==> src/rtl/multicycle_sequencer.sv <==
// Multi-cycle FETCH/DECODE/EXEC/MEM/WB sequencer for an RV32I core on one shared memory port.
// Strobes are combinational from state (and mem_ready); counter and fault flags are registered.
module multicycle_sequencer #(
   parameter int unsigned MEM_TIMEOUT = 15,
   parameter int unsigned CNT_W       = 32
) (
   input  logic             clk,
   input  logic             rst,
   input  logic [6:0]       opcode,
   input  logic             br_taken,
   input  logic             mem_ready,
   output logic             mem_req,
   output logic             mem_addr_src,
   output logic             mem_we,
   output logic             ir_write,
   output logic             mdr_write,
   output logic             rf_we,
   output logic             pc_write,
   output logic             pc_src,
   output logic             instr_retired,
   output logic [CNT_W-1:0] retired_cnt,
   output logic             fault,
   output logic             illegal,
   output logic [2:0]       state_dbg
);

   typedef enum logic [2:0] {
      S_FETCH  = 3'd0,
      S_DECODE = 3'd1,
      S_EXEC   = 3'd2,
      S_MEM    = 3'd3,
      S_WB     = 3'd4,
      S_FAULT  = 3'd5
   } state_t;

   localparam logic [6:0] OP_R      = 7'b0110011;
   localparam logic [6:0] OP_I      = 7'b0010011;
   localparam logic [6:0] OP_LOAD   = 7'b0000011;
   localparam logic [6:0] OP_STORE  = 7'b0100011;
   localparam logic [6:0] OP_BRANCH = 7'b1100011;

   // wait_cnt only ever holds 0..MEM_TIMEOUT-1 before the fault fires.
   localparam int unsigned     WAIT_W     = (MEM_TIMEOUT > 1) ? $clog2(MEM_TIMEOUT) : 1;
   localparam bit              TIMEOUT_EN = (MEM_TIMEOUT != 0);
   localparam logic [WAIT_W-1:0] WAIT_LAST =
      (MEM_TIMEOUT == 0) ? '0 : WAIT_W'(MEM_TIMEOUT - 1);

   state_t             state_q, state_d;
   logic [WAIT_W-1:0]  wait_cnt_q, wait_cnt_d;
   logic [CNT_W-1:0]   retired_cnt_q, retired_cnt_d;
   logic               fault_q, fault_d;
   logic               illegal_q, illegal_d;
   logic               mem_wait;
   logic               is_store;
   logic               op_legal;

   assign is_store = (opcode == OP_STORE);
   assign op_legal = (opcode == OP_R) || (opcode == OP_I) || (opcode == OP_LOAD) ||
                     (opcode == OP_STORE) || (opcode == OP_BRANCH);

   always_comb begin
      state_d       = state_q;
      fault_d       = fault_q;
      illegal_d     = illegal_q;
      wait_cnt_d    = wait_cnt_q;
      mem_wait      = 1'b0;
      mem_req       = 1'b0;
      mem_addr_src  = 1'b0;
      mem_we        = 1'b0;
      ir_write      = 1'b0;
      mdr_write     = 1'b0;
      rf_we         = 1'b0;
      pc_write      = 1'b0;
      pc_src        = 1'b0;
      instr_retired = 1'b0;

      case (state_q)
         S_FETCH: begin
            mem_req = 1'b1;
            if (mem_ready) begin
               ir_write = 1'b1;
               state_d  = S_DECODE;
            end else begin
               mem_wait = 1'b1;
            end
         end
         S_DECODE: begin
            if (op_legal) begin
               state_d = S_EXEC;
            end else begin
               state_d   = S_FAULT;
               fault_d   = 1'b1;
               illegal_d = 1'b1;
            end
         end
         S_EXEC: begin
            case (opcode)
               OP_R, OP_I:        state_d = S_WB;
               OP_LOAD, OP_STORE: state_d = S_MEM;
               OP_BRANCH: begin
                  pc_write      = 1'b1;
                  pc_src        = br_taken;
                  instr_retired = 1'b1;
                  state_d       = S_FETCH;
               end
               default: begin
                  // IR must be stable after DECODE; a change here is treated as illegal.
                  state_d   = S_FAULT;
                  fault_d   = 1'b1;
                  illegal_d = 1'b1;
               end
            endcase
         end
         S_MEM: begin
            mem_req      = 1'b1;
            mem_addr_src = 1'b1;
            mem_we       = is_store;
            if (mem_ready) begin
               if (is_store) begin
                  pc_write      = 1'b1;
                  instr_retired = 1'b1;
                  state_d       = S_FETCH;
               end else begin
                  mdr_write = 1'b1;
                  state_d   = S_WB;
               end
            end else begin
               mem_wait = 1'b1;
            end
         end
         S_WB: begin
            rf_we         = 1'b1;
            pc_write      = 1'b1;
            instr_retired = 1'b1;
            state_d       = S_FETCH;
         end
         S_FAULT: begin
            state_d = S_FAULT;
         end
         default: begin
            state_d = S_FAULT;
            fault_d = 1'b1;
         end
      endcase

      // Ready on the threshold cycle was already taken above, so mem_wait excludes it.
      if (TIMEOUT_EN && mem_wait && (wait_cnt_q == WAIT_LAST)) begin
         state_d   = S_FAULT;
         fault_d   = 1'b1;
         illegal_d = 1'b0;
      end

      if (state_d != state_q) begin
         wait_cnt_d = '0;
      end else if (TIMEOUT_EN && mem_wait) begin
         wait_cnt_d = wait_cnt_q + WAIT_W'(1);
      end

      if (rst) begin
         mem_req       = 1'b0;
         mem_addr_src  = 1'b0;
         mem_we        = 1'b0;
         ir_write      = 1'b0;
         mdr_write     = 1'b0;
         rf_we         = 1'b0;
         pc_write      = 1'b0;
         pc_src        = 1'b0;
         instr_retired = 1'b0;
      end
   end

   assign retired_cnt_d = retired_cnt_q + CNT_W'(instr_retired);

   always_ff @(posedge clk) begin
      if (rst) begin
         state_q       <= S_FETCH;
         wait_cnt_q    <= '0;
         retired_cnt_q <= '0;
         fault_q       <= 1'b0;
         illegal_q     <= 1'b0;
      end else begin
         state_q       <= state_d;
         wait_cnt_q    <= wait_cnt_d;
         retired_cnt_q <= retired_cnt_d;
         fault_q       <= fault_d;
         illegal_q     <= illegal_d;
      end
   end

   assign retired_cnt = retired_cnt_q;
   assign fault       = fault_q;
   assign illegal     = illegal_q;
   assign state_dbg   = state_q;

endmodule

==> config.mk <==
export PLATFORM = sky130hd
export DESIGN_NAME = multicycle_sequencer
export DESIGN_NICKNAME = d
export VERILOG_FILES = /design/src/rtl/multicycle_sequencer.sv
export SDC_FILE = /design/constraint.sdc
export NUM_CORES = 1
export LEC_CHECK = 0
export ABC_CLOCK_PERIOD_IN_PS = 4100
export BUFFER_PORTS_ARGS = -buffer_cell sky130_fd_sc_hd__buf_2
export CORE_MARGIN = 2
export CORE_UTILIZATION = 52
export CTS_CLUSTER_DIAMETER = 120
export DETAILED_ROUTE_END_ITERATION = 16
export GPL_TIMING_DRIVEN = 1
export PLACE_DENSITY = 0.86
export SLEW_MARGIN = 10
export SYNTH_ARGS = -nofsm -noshare
export SYNTH_HDL_FRONTEND = slang
export SYNTH_SLANG_ARGS = --single-unit
==> constraint.sdc <==
create_clock -name clk -period 4.1 [get_ports clk]
set_input_delay 0.205 -clock clk [delete_from_list [all_inputs] [get_ports clk]]
set_output_delay 0.205 -clock clk [all_outputs]
set_load 0.03 [all_outputs]
# == Word-level counts from Yosys, hierarchy flattened ==
# Cells that the tools add are included.
# op_classes
n_reduce_logical,16
n_mux,37
eq_ne,17
addsub,2
# op_table
op,n
$add A32 B1 Y32,1
$mux W1,27
$mux W3,5
$pmux W3 S5,1
$eq A7 B6 Y1 const B,2
$reduce_or A2 Y1,5
$pmux W3 S3,1
$eq A7 B2 Y1 const B,1
$eq A7 B5 Y1 const B,1
$eq A7 B7 Y1 const B,1
$eq A3 B2 Y1 const B,2
$eq A3 B3 Y1 const B,2
$ne A3 B3 Y1 const B,2
$pmux W1 S3,2
$reduce_and A3 Y1,2
$reduce_or A5 Y1,1
$add A4 B1 Y4 const B,1
$eq A4 B4 Y1 const B,1
$logic_or A1 B1 Y1,4
$ne A2 B2 Y1 const B,2
$reduce_or A4 Y1,1
$eq A3 B1 Y1 const B,1
$logic_not A3 Y1,1
$ne A3 B3 Y1,1
other kinds (4),4
# word_totals
ff_bits,41
out_inout_bits,46

# == Depth between registers and ports, before layout ==
# Gate-level depths: netlist of run 1.
# logic_depth
word_depth,10
ltp_mapped,15

# == Least setup slack after synthesis of run 1 ==
# Ideal clock, no wire load.
# synth_path
kind,reg2reg
start,register state_q[0] (netlist: state_dbg[0])
end,register retired_cnt_q[28] (netlist: retired_cnt[28])
path_stages_with_launch,15
arrival_time_ps,4392
path_slack_ps,-420
setup_ps,128
path_cell_list,dfxtp_1 > clkbuf_1 > clkbuf_1 > nand2_1 > nor3_1 > nand2_1 > o21ai_0 > ha_1 > ha_1 > and4_1 > and3_1 > clkbuf_1 > nand4_1 > xor2_1 > nor2_1
# synth_via
elab_chain_cells,4
word_cells_on_any_way,6
# synth_rtl
element,line,source
from (decl),48,"state_t state_q, state_d;"
from (signal assigned),182,state_q <= state_d;
$eq A3 B3 Y1 or $eq A3 B2 Y1 (tied branches),77,case (state_q)
$pmux W1 S3 (*),77,
$mux W1 (*),159,if (rst) begin
named net instr_retired,20,"output logic instr_retired,"
$add A32 B1 Y32 (*),172,assign retired_cnt_d = retired_cnt_q + CNT_W'(instr_retired);
to (signal assigned),184,retired_cnt_q <= retired_cnt_d;
to (decl),50,"logic [CNT_W-1:0] retired_cnt_q, retired_cnt_d;"
# Mark *: on every way through the listed nets, which the timed path passes. The rest lies on a longest branch.
# A chain may end at the register's enable or synchronous reset.

# == Worst setup path in the final report of run 1 ==
# layout_path
start,register state_q[1] (netlist: state_dbg[1])
end,register retired_cnt_q[28] (netlist: retired_cnt[28])
# layout_via
elab_chain_cells,4
word_cells_on_any_way,6
# layout_rtl
element,line
$eq A3 B3 Y1 or $eq A3 B2 Y1 (tied branches),77
$pmux W1 S3 (*),77
$mux W1 (*),159
$add A32 B1 Y32 (*),172
# Every way passes the cells marked *; elsewhere a longest branch is shown, timed or not.

==> flow_metrics.py, run 1 <==
metrics = {
    "die": {
        "die_y_um": 68.0,
        "coreArea_sq_um": 3970,
        "dieWidth_um": 68.0,
        "pin_count": 57,
        "std_cell_rows": 23,
        "die_area_sq_um": 4620,
        "start_util_pct": 53.6,
    },
    "placed_design": {
        "portBuffers": 56,
        "placed_cells": 342,
        "pre_cts_ws_ns": 1.04,
        "gp_congestion": 0.853,
        "dp_hpwl_um": 3180,
        "dpl_cell_area_sq_um": 2400,
    },
    "layout": {
        "drive_gt1_share_pct": 24.0,
        "final_area_sq_um": 2520,
        "syn_to_final_growth_pct": 18.5,
        "fin_nets": 314,
        "final_cell_mix": "56 x buf_2, 41 x nor2_1, 41 x dfxtp_1",
        "postLayoutCoreUtil_pct": 63.5,
        "n_antenna_cell": 0,
        "final_cells": 350,
        "layout_commonest_cell": "buf_2",
    },
    "sta": {
        "fin_crit_sh_pct": 73.9,
        "fin_worst_skew_ns": 0.00595,
        "finalWorstSetupSlack_ns": 1.07,
        "slew-limit-headroom_pct": 48.3,
        "period_needed_ns": 3.03,
        "fin_setup_tns_ns": 0,
        "final_hold_viol_count": 0,
        "tightestPinTransition_ns": 0.769,
        "clock.fmax_mhz": 330,
        "whs_ns": 0.336,
        "drv_slew": 0,
        "rsz0062_at_grt": "false",
        "setup_viol": 0,
    },
    "global_route": {
        "grt_max_degree": 44,
        "grt_util_met2_pct": 32.6,
        "grt_pass1_vias": 1649,
        "grt_use_met3_pct": 4.61,
        "use_met1_pct": 27.2,
        "busiest_layer": "met2",
        "grt_util_all_layers_pct": 20.5,
        "antenna_found_initial": 0,
        "grt_overflow": 0,
        "grt_pass1_wl_um": 7330,
    },
    "flow_run": {
        "maxCapViolCount": 0,
    },
    "routing": {
        "dr.pass1.iters": 4,
        "avgViaCountPerCell": 5.65,
        "drt_wl_total_um": 4540,
        "vias": 1976,
        "drtIter0Drc": 108,
        "wl_per_cell_um": 13.0,
        "antenna_left": 0,
        "drc": 0,
    },
    "synth": {
        "ys_async_sr_fraction_pct": 0,
        "synthFlopType": "dfxtp_1",
        "synth-edff-count": 0,
        "syn_avg_cell_area_sq_um": 8.45,
        "ys_seq_elements": 41,
        "yosysWarningCount": 0,
        "synth_seq_area_share_pct": 38.6,
        "syn-cell-area_sq_um": 2130,
        "synthCells": 252,
        "syn_nets": 267,
        "synth.distinct_cells": 43,
    },
    "worst_setup_path": {
        "end_kind": "flop",
        "critPathLaunchType": "flop",
        "crit_required_ns": 4.25,
        "crit_arrival_ns": 3.18,
        "critPathMaxFanout": 17,
        "path_class": "reg -> reg",
    },
    "cts": {
        "h-tree-depth": 2,
        "holdBufCountCts": 0,
        "clockBufferDepth": 2,
        "post_cts_resized": 0,
        "clk_pin_slew_ns": 0.08,
        "cts_tree": "yes",
        "cts_made_buffers": 5,
        "clock_latency_ns": 0.29,
        "post-cts-setup-buffers": 0,
        "clock_sinks": 41,
        "cts-root-buf": "clkbuf_8",
    },
    "power_and_ir_drop": {
        "vdd_drop_max_mv": 0.154,
        "powerDensity_nw_per_um2": 330,
        "leakagePower_nw": 1.07,
        "power.total_mw": 0.832,
    },
    "status": {
        "status": "finished, final reports clean",
    },
    "min_path": {
        "hp-class": "in -> reg",
    },
}
-- power breakdown --
| part | switching [mW] | internal [mW] | total, mW |
|---|---|---|---|
| Sequential | 0.0116 | 0.404 | 0.415 |
| Clock | 0.142 | 0.198 | 0.340 |
| Combinational | 0.0500 | 0.0267 | 0.0767 |
| Total | 0.203 | 0.628 | 0.832 |
-- per-layer routing --
metal | share of wire (%) | routed length, um | vias up
met5 | 0 | 0 | -
met4 | 1.5 | 68 | 0
met3 | 6.7 | 302 | 9
met2 | 47 | 2150 | 79
met1 | 45 | 2020 | 912
li1 | - | - | 976
-- sequential cells by signal, summed over array words and instances, names as in the netlist --
name	count
retired_cnt	32
wait_cnt_q	4
state_dbg	3
fault	1
illegal	1
-- synth_stat cells (2+ instances only) --
library cell / n / share of area (%)
nand2_1: 15 / 2.6
inv_1: 4 / 0.71
and4_1: 7 / 2.9
nand3_1: 16 / 3.8
nor2b_1: 3 / 0.88
buf_2: 2 / 0.47
ha_1: 4 / 2.4
a31oi_1: 4 / 1.2
xor2_1: 23 / 9.5
clkbuf_1: 11 / 1.9
dfxtp_1: 41 / 39
and2_1: 2 / 0.59
o21ai_0: 6 / 1.4
nor4_1: 5 / 1.5
and3_1: 6 / 1.8
nand4_1: 10 / 2.9
nor3_1: 11 / 2.6
nand2b_1: 3 / 0.88
a21oi_1: 6 / 1.4
xnor2_1: 10 / 4.1
nor2_1: 41 / 7.2
-- area by class of cell --
type	instances	area [sq um]
Multi-Input combinational cell	191	1220
Clock buffer	6	82.6
Tap cell	50	62.6
Inverter	4	15.0
Fill cell	330	1450
Sequential cell	41	821
Clock inverter	2	37.5
Timing Repair Buffer	56	280
-- path summary, 6_finish.rpt --
kind / startpoint / endpoint / slack, ns / cells past startpoint
max: state_dbg[1]$_SDFF_PP0_ / retired_cnt[28]$_SDFF_PP0_ / 1.07 / 11
min: mem_ready / state_dbg[0]$_SDFF_PP0_ / 0.34 / 4
max reg2reg: state_dbg[1]$_SDFF_PP0_ / retired_cnt[28]$_SDFF_PP0_ / 1.07 / 11
min reg2reg: retired_cnt[31]$_SDFF_PP0_ / retired_cnt[31]$_SDFF_PP0_ / 0.52 / 2
-- cells by family after synthesis --
family / Yosys count / synth area share (%)
AOI/OAI and AO/OA: 28 / 10.1
xor gates and xnor gates: 34 / 14.3
adders and majority gates: 4 / 2.35
buffers and inverters: 20 / 4.17
DFF: 41 / 38.6
muxes: 1 / 0.529
and+or+nand+nor: 124 / 29.9
-- critical path, stage by stage, from the launching register on --
cell and delay [ns]:
dfxtp_1 0.72, nand2_1 0.17, nor4_1 0.38, nor2_1 0.07
o21ai_1 0.13, ha_1 0.22, ha_1 0.20, and4_1 0.26
and3_1 0.37, nand4_1 0.16, xor2_1 0.16, nor2_1 0.06
(Power assumes the default switching activity.)
==> run 2, diff against run 1 <==
Settings changed: ABC_CLOCK_PERIOD_IN_PS 4100 to 3100.
Clock period 4.1 ns to 3.1 ns, I/O delays scaled along.
==> flow_metrics.py, run 2 (same netlist as run 1, synthesis figures left out) <==
metrics = {
    "status": {
        "status": "finished, final reports clean",
    },
    "sta": {
        "period_needed_ns": 2.73,
        "slew-limit-headroom_pct": 46.9,
        "fin_setup_tns_ns": 0,
        "rsz0062_at_grt": "false",
        "tightestPinTransition_ns": 0.790,
        "finalWorstSetupSlack_ns": 0.373,
        "fin_worst_skew_ns": 0.00735,
        "setup_viol": 0,
        "clock.fmax_mhz": 367,
        "fin_crit_sh_pct": 88.0,
        "drv_slew": 0,
        "final_hold_viol_count": 0,
    },
    "cts": {
        "holdBufCountCts": 0,
        "clock_sinks": 41,
        "clock_latency_ns": 0.29,
        "post_cts_resized": 0,
        "post-cts-setup-buffers": 0,
        "clockBufferDepth": 2,
        "h-tree-depth": 2,
        "clk_pin_slew_ns": 0.08,
        "cts_made_buffers": 5,
        "cts-root-buf": "clkbuf_8",
        "cts_tree": "yes",
    },
    "min_path": {
        "min_from": "mem_ready",
        "hp-class": "in -> reg",
        "hold_path_depth": 4,
        "holdPathEnd": "state_dbg[0]$_SDFF_PP0_",
    },
    "routing": {
        "dr.pass1.iters": 4,
        "drt_wl_total_um": 4760,
        "avgViaCountPerCell": 5.54,
        "drc": 0,
        "drtIter0Drc": 120,
        "vias": 1950,
        "wl_per_cell_um": 13.5,
        "antenna_left": 0,
    },
    "placed_design": {
        "dpl_cell_area_sq_um": 2470,
        "gp_congestion": 0.912,
        "dp_hpwl_um": 3420,
        "pre_cts_ws_ns": 0.324,
        "portBuffers": 56,
    },
    "flow_run": {
        "maxCapViolCount": 0,
    },
    "power_and_ir_drop": {
        "powerDensity_nw_per_um2": 394,
        "vdd_drop_max_mv": 0.247,
        "leakagePower_nw": 1.08,
    },
    "global_route": {
        "grt_util_all_layers_pct": 21.5,
        "antenna_found_initial": 0,
        "grt_use_met3_pct": 3.95,
        "grt_overflow": 0,
        "grt_util_met2_pct": 37.7,
        "grt_pass1_wl_um": 7650,
        "grt_pass1_vias": 1801,
        "use_met1_pct": 25.3,
        "grt_max_degree": 42,
        "busiest_layer": "met2",
    },
    "worst_setup_path": {
        "r2r_slack_ns": 0.37,
        "worst-r2r-cell-count": 11,
        "path_class": "reg -> reg",
        "startpoint": "state_dbg[1]$_SDFF_PP0_",
        "critPathMaxFanout": 17,
        "reg2reg_from": "state_dbg[1]$_SDFF_PP0_",
        "crit_required_ns": 3.27,
        "r2r_end": "retired_cnt[22]$_SDFF_PP0_",
        "end_kind": "flop",
        "critPathLaunchType": "flop",
        "crit_arrival_ns": 2.90,
    },
    "layout": {
        "n_antenna_cell": 0,
        "final_cell_mix": "56 x buf_2, 41 x nor2_1, 39 x dfxtp_1",
        "fin_nets": 317,
        "final_area_sq_um": 2560,
        "drive_gt1_share_pct": 26.8,
        "layout_commonest_cell": "buf_2",
        "syn_to_final_growth_pct": 20.4,
        "largest_reg_flops": 32,
    },
    "die": {
        "pin_count": 57,
        "dieWidth_um": 68.0,
        "std_cell_rows": 23,
        "coreArea_sq_um": 3970,
        "die_area_sq_um": 4620,
        "start_util_pct": 53.6,
        "die_y_um": 68.0,
    },
}
run 2: through the flow:
stage                     util (%)  std cells  hold WS, ns  total power [mW]
after detailed placement      62.2        345        0.511             0.668
final                         64.5        352        0.319              1.01
after floorplan                  -        252        0.466             0.643
after global routing          64.5        352        0.334              1.05
after CTS                     64.5        352        0.305              1.02
after global placement        62.2        345        0.492             0.666
run 2: how the worst max path moves through the flow:
stage / end / slack [ns] / cells past startpoint
floorplan: retired_cnt[16]$_SDFF_PP0_ / 0.003 / 14
global placement: retired_cnt[28]$_SDFF_PP0_ / 0.45 / 12
detailed placement: retired_cnt[28]$_SDFF_PP0_ / 0.32 / 12
CTS: retired_cnt[28]$_SDFF_PP0_ / 0.30 / 11
global route: retired_cnt[22]$_SDFF_PP0_ / 0.03 / 11
finish: retired_cnt[22]$_SDFF_PP0_ / 0.37 / 11
run 2: cell type report:
class	count	area, sq um
Inverter	4	15.0
Fill cell	345	1410
Multi-Input combinational cell	191	1270
Tap cell	50	62.6
Sequential cell	41	826
Clock buffer	6	82.6
Timing Repair Buffer	59	303
Clock inverter	1	7.51
run 2: critical path: stages (launching register included):
cell     delay, ns
dfxtp_2       0.54
nand2_1       0.12
nor4_1        0.35
nor2_1        0.14
o21ai_4       0.09
ha_1          0.20
ha_1          0.21
and4_1        0.26
nand3_1       0.17
nor4_2        0.31
xnor2_1       0.16
nor2_1        0.06
run 2: power breakdown:
part | switching, mW | internal [mW] | leakage (nW) | total (mW)
Combinational | 0.0710 | 0.0382 | 0.701 | 0.109
Sequential | 0.0127 | 0.534 | 0.332 | 0.547
Clock | 0.179 | 0.176 | 0.0433 | 0.354
run 2: routing by layer:
layer | vias to the layer above | share of wire, %
met3 | 9 | 4.7
met1 | 907 | 45
met4 | 0 | 1.5
met5 | - | 0
met2 | 53 | 49
li1 | 981 | -
==> run 3, diff against run 2 <==
Settings changed: ABC_AREA set to 1, CORE_UTILIZATION 52 to 53.
==> flow_metrics.py, run 3 <==
metrics = {
    "min_path": {
        "holdPathEnd": "fault$_SDFFE_PP0P_",
        "hold_path_depth": 2,
        "min_from": "rst",
        "hp-class": "in -> reg",
    },
    "worst_setup_path": {
        "slowest_stage": "dfxtp_1",
        "worstPathCellList": "nand3_2, nor3_4, nand2_1, nand3b_1, ha_1, ha_1, nand2_1, nor2_1, inv_1, nor2_1, nand3_1, inv_1, nand2_1, nand2_1, a21oi_1",
        "path_class": "reg -> reg",
        "crit_required_ns": 3.26,
        "r2r_end": "retired_cnt[30]$_SDFF_PP0_",
        "worst-r2r-cell-count": 15,
        "end_kind": "flop",
        "critPathTopFamily": "simple AND/OR/NAND/NOR gates",
        "worst-path-buf-inv": 2,
        "critPathLaunchType": "flop",
        "startpoint": "state_dbg[0]$_SDFF_PP0_",
        "critPathMaxFanout": 6,
        "r2r_slack_ns": 0.42,
        "path_common_cell": "nand2_1",
        "crit_arrival_ns": 2.84,
        "slowest_delay_ns": 0.46,
        "reg2reg_from": "state_dbg[0]$_SDFF_PP0_",
    },
    "routing": {
        "vias": 2528,
        "antenna_left": 0,
        "drtIter0Drc": 335,
        "drc": 0,
        "drt_wl_total_um": 5700,
        "avgViaCountPerCell": 5.37,
        "wl_per_cell_um": 12.1,
        "dr.pass1.iters": 5,
    },
    "synth": {
        "yosys-top-cells-area": "dfxtp_1 35%, nand2_1 12%, nor2_1 7.9%",
        "synth.most_common_cell": "nand2_1",
        "syn_nets": 374,
        "syn-cell-area_sq_um": 2360,
        "ys_async_sr_fraction_pct": 0,
        "synth_largest_area_cell": "dfxtp_1",
        "ys_seq_elements": 41,
        "synth_compound_area_share_pct": 9.06,
        "synth.distinct_cells": 33,
        "yosys.area_share.simple_pct": 42.6,
        "synth_xor_area_share_pct": 2.23,
        "synth_seq_area_share_pct": 34.8,
        "synth_top_family_by_area": "simple AND/OR/NAND/NOR gates",
        "yosysWarningCount": 0,
        "synth_fa_ha_area_share_pct": 2.12,
        "synthTopCellsByCount": "76 x nand2_1, 50 x nor2_1, 49 x inv_1, 41 x dfxtp_1",
        "syn_avg_cell_area_sq_um": 6.58,
        "synthFlopType": "dfxtp_1",
        "synthMuxAreaShare_pct": 0,
        "synth-edff-count": 0,
        "synthCells": 359,
        "synth_top_area_share_pct": 34.8,
    },
    "die": {
        "die_area_sq_um": 5000,
        "std_cell_rows": 24,
        "die_y_um": 70.7,
        "pin_count": 57,
        "start_util_pct": 54.6,
        "coreArea_sq_um": 4320,
        "dieWidth_um": 70.7,
    },
    "layout": {
        "fin_nets": 433,
        "final_cell_mix": "76 x nand2_1, 56 x buf_2, 50 x nor2_1",
        "layout_commonest_cell": "nand2_1",
        "largest_reg_flops": 32,
        "syn_to_final_growth_pct": 20.3,
        "n_antenna_cell": 0,
        "fillCellCount": 378,
        "drive_gt1_share_pct": 21.7,
    },
    "cts": {
        "holdBufCountCts": 0,
        "cts_tree": "yes",
        "clk_pin_slew_ns": 0.08,
        "cts-root-buf": "clkbuf_8",
        "post_cts_resized": 0,
        "h-tree-depth": 2,
        "clock_latency_ns": 0.30,
        "cts_made_buffers": 5,
        "clock_sinks": 41,
        "clockBufferDepth": 2,
        "post-cts-setup-buffers": 0,
    },
    "sta": {
        "fin_worst_skew_ns": 0.00823,
        "final_hold_viol_count": 0,
        "clock.fmax_mhz": 373,
        "period_needed_ns": 2.68,
        "whs_ns": 0.323,
        "drv_slew": 0,
        "fin_setup_tns_ns": 0,
        "tightestPinTransition_ns": 0.556,
        "fin_crit_sh_pct": 86.4,
        "rsz0062_at_grt": "false",
        "setup_viol": 0,
        "slew-limit-headroom_pct": 62.7,
    },
    "placed_design": {
        "gp_congestion": 0.960,
        "dp_hpwl_um": 4360,
        "portBuffers": 56,
    },
    "global_route": {
        "antenna_found_initial": 0,
        "grt_use_met3_pct": 3.85,
        "grt_util_met2_pct": 41.1,
        "use_met1_pct": 30.4,
        "grt_pass1_vias": 2269,
        "grt_pass1_wl_um": 9920,
        "busiest_layer": "met2",
        "grt_overflow": 0,
        "grt_util_all_layers_pct": 24.0,
        "grt_max_degree": 29,
    },
    "power_and_ir_drop": {
        "vdd_drop_max_mv": 0.254,
        "leakagePower_nw": 1.25,
        "powerDensity_nw_per_um2": 419,
    },
    "flow_run": {
        "maxCapViolCount": 0,
    },
    "status": {
        "status": "finished, final reports clean",
    },
}
==> run 3: worst max-delay path by stage <==
stage          cells past startpoint                          to
2_1_floorplan                     15  retired_cnt[24]$_SDFF_PP0_
3_3_place_gp                      16  retired_cnt[30]$_SDFF_PP0_
3_5_place_dp                      16  retired_cnt[24]$_SDFF_PP0_
4_1_cts                           14  retired_cnt[30]$_SDFF_PP0_
5_1_grt                           15  retired_cnt[30]$_SDFF_PP0_
6_report                          15  retired_cnt[30]$_SDFF_PP0_
==> run 3: cells by family (layout without fill, tap and decap cells) <==
kind of cell             Yosys count  after routing
AO/OA/AOI/OAI                     41             41
XOR/XNOR                           6              6
adder cells (fa/ha/maj)            4              4
buffers and inverters             57            117
flip-flops                        41             41
AND/OR/NAND/NOR                  210            210
==> run 3: where the power goes <==
group	switching [mW]	internal [mW]	total, mW
sequential	0.00862	0.535	0.544
combinational	0.0937	0.0408	0.134
clock	0.192	0.320	0.512
==> run 3: cell type report <==
type | instances | area, sq um | share of cell area, %
Tap cell | 52 | 65.1 | 2.29
Clock inverter | 3 | 65.1 | 2.29
Timing Repair Buffer | 57 | 288 | 10.1
Clock buffer | 5 | 68.8 | 2.42
Inverter | 52 | 195 | 6.87
Multi-Input combinational cell | 261 | 1340 | 47.1
Sequential cell | 41 | 821 | 28.9
==> run 3: stage by stage <==
step	std cells	setup WS (ns)	area (sq um)	total power [mW]	util [%]
finish	471	0.420	2840	1.19	65.7
global placement	463	0.697	2710	0.689	62.6
detailed placement	463	0.551	2710	0.689	62.6
global route	471	0.0776	2840	1.24	65.7
CTS	471	0.417	2840	1.20	65.7
floorplan	359	0.0632	2380	0.655	-
==> run 3: per-layer routing <==
layer / share of wire, % / vias up
met5: 0 / -
met4: 2.7 / 0
met3: 6.7 / 18
met2: 47 / 120
met1: 44 / 1109
li1: - / 1281
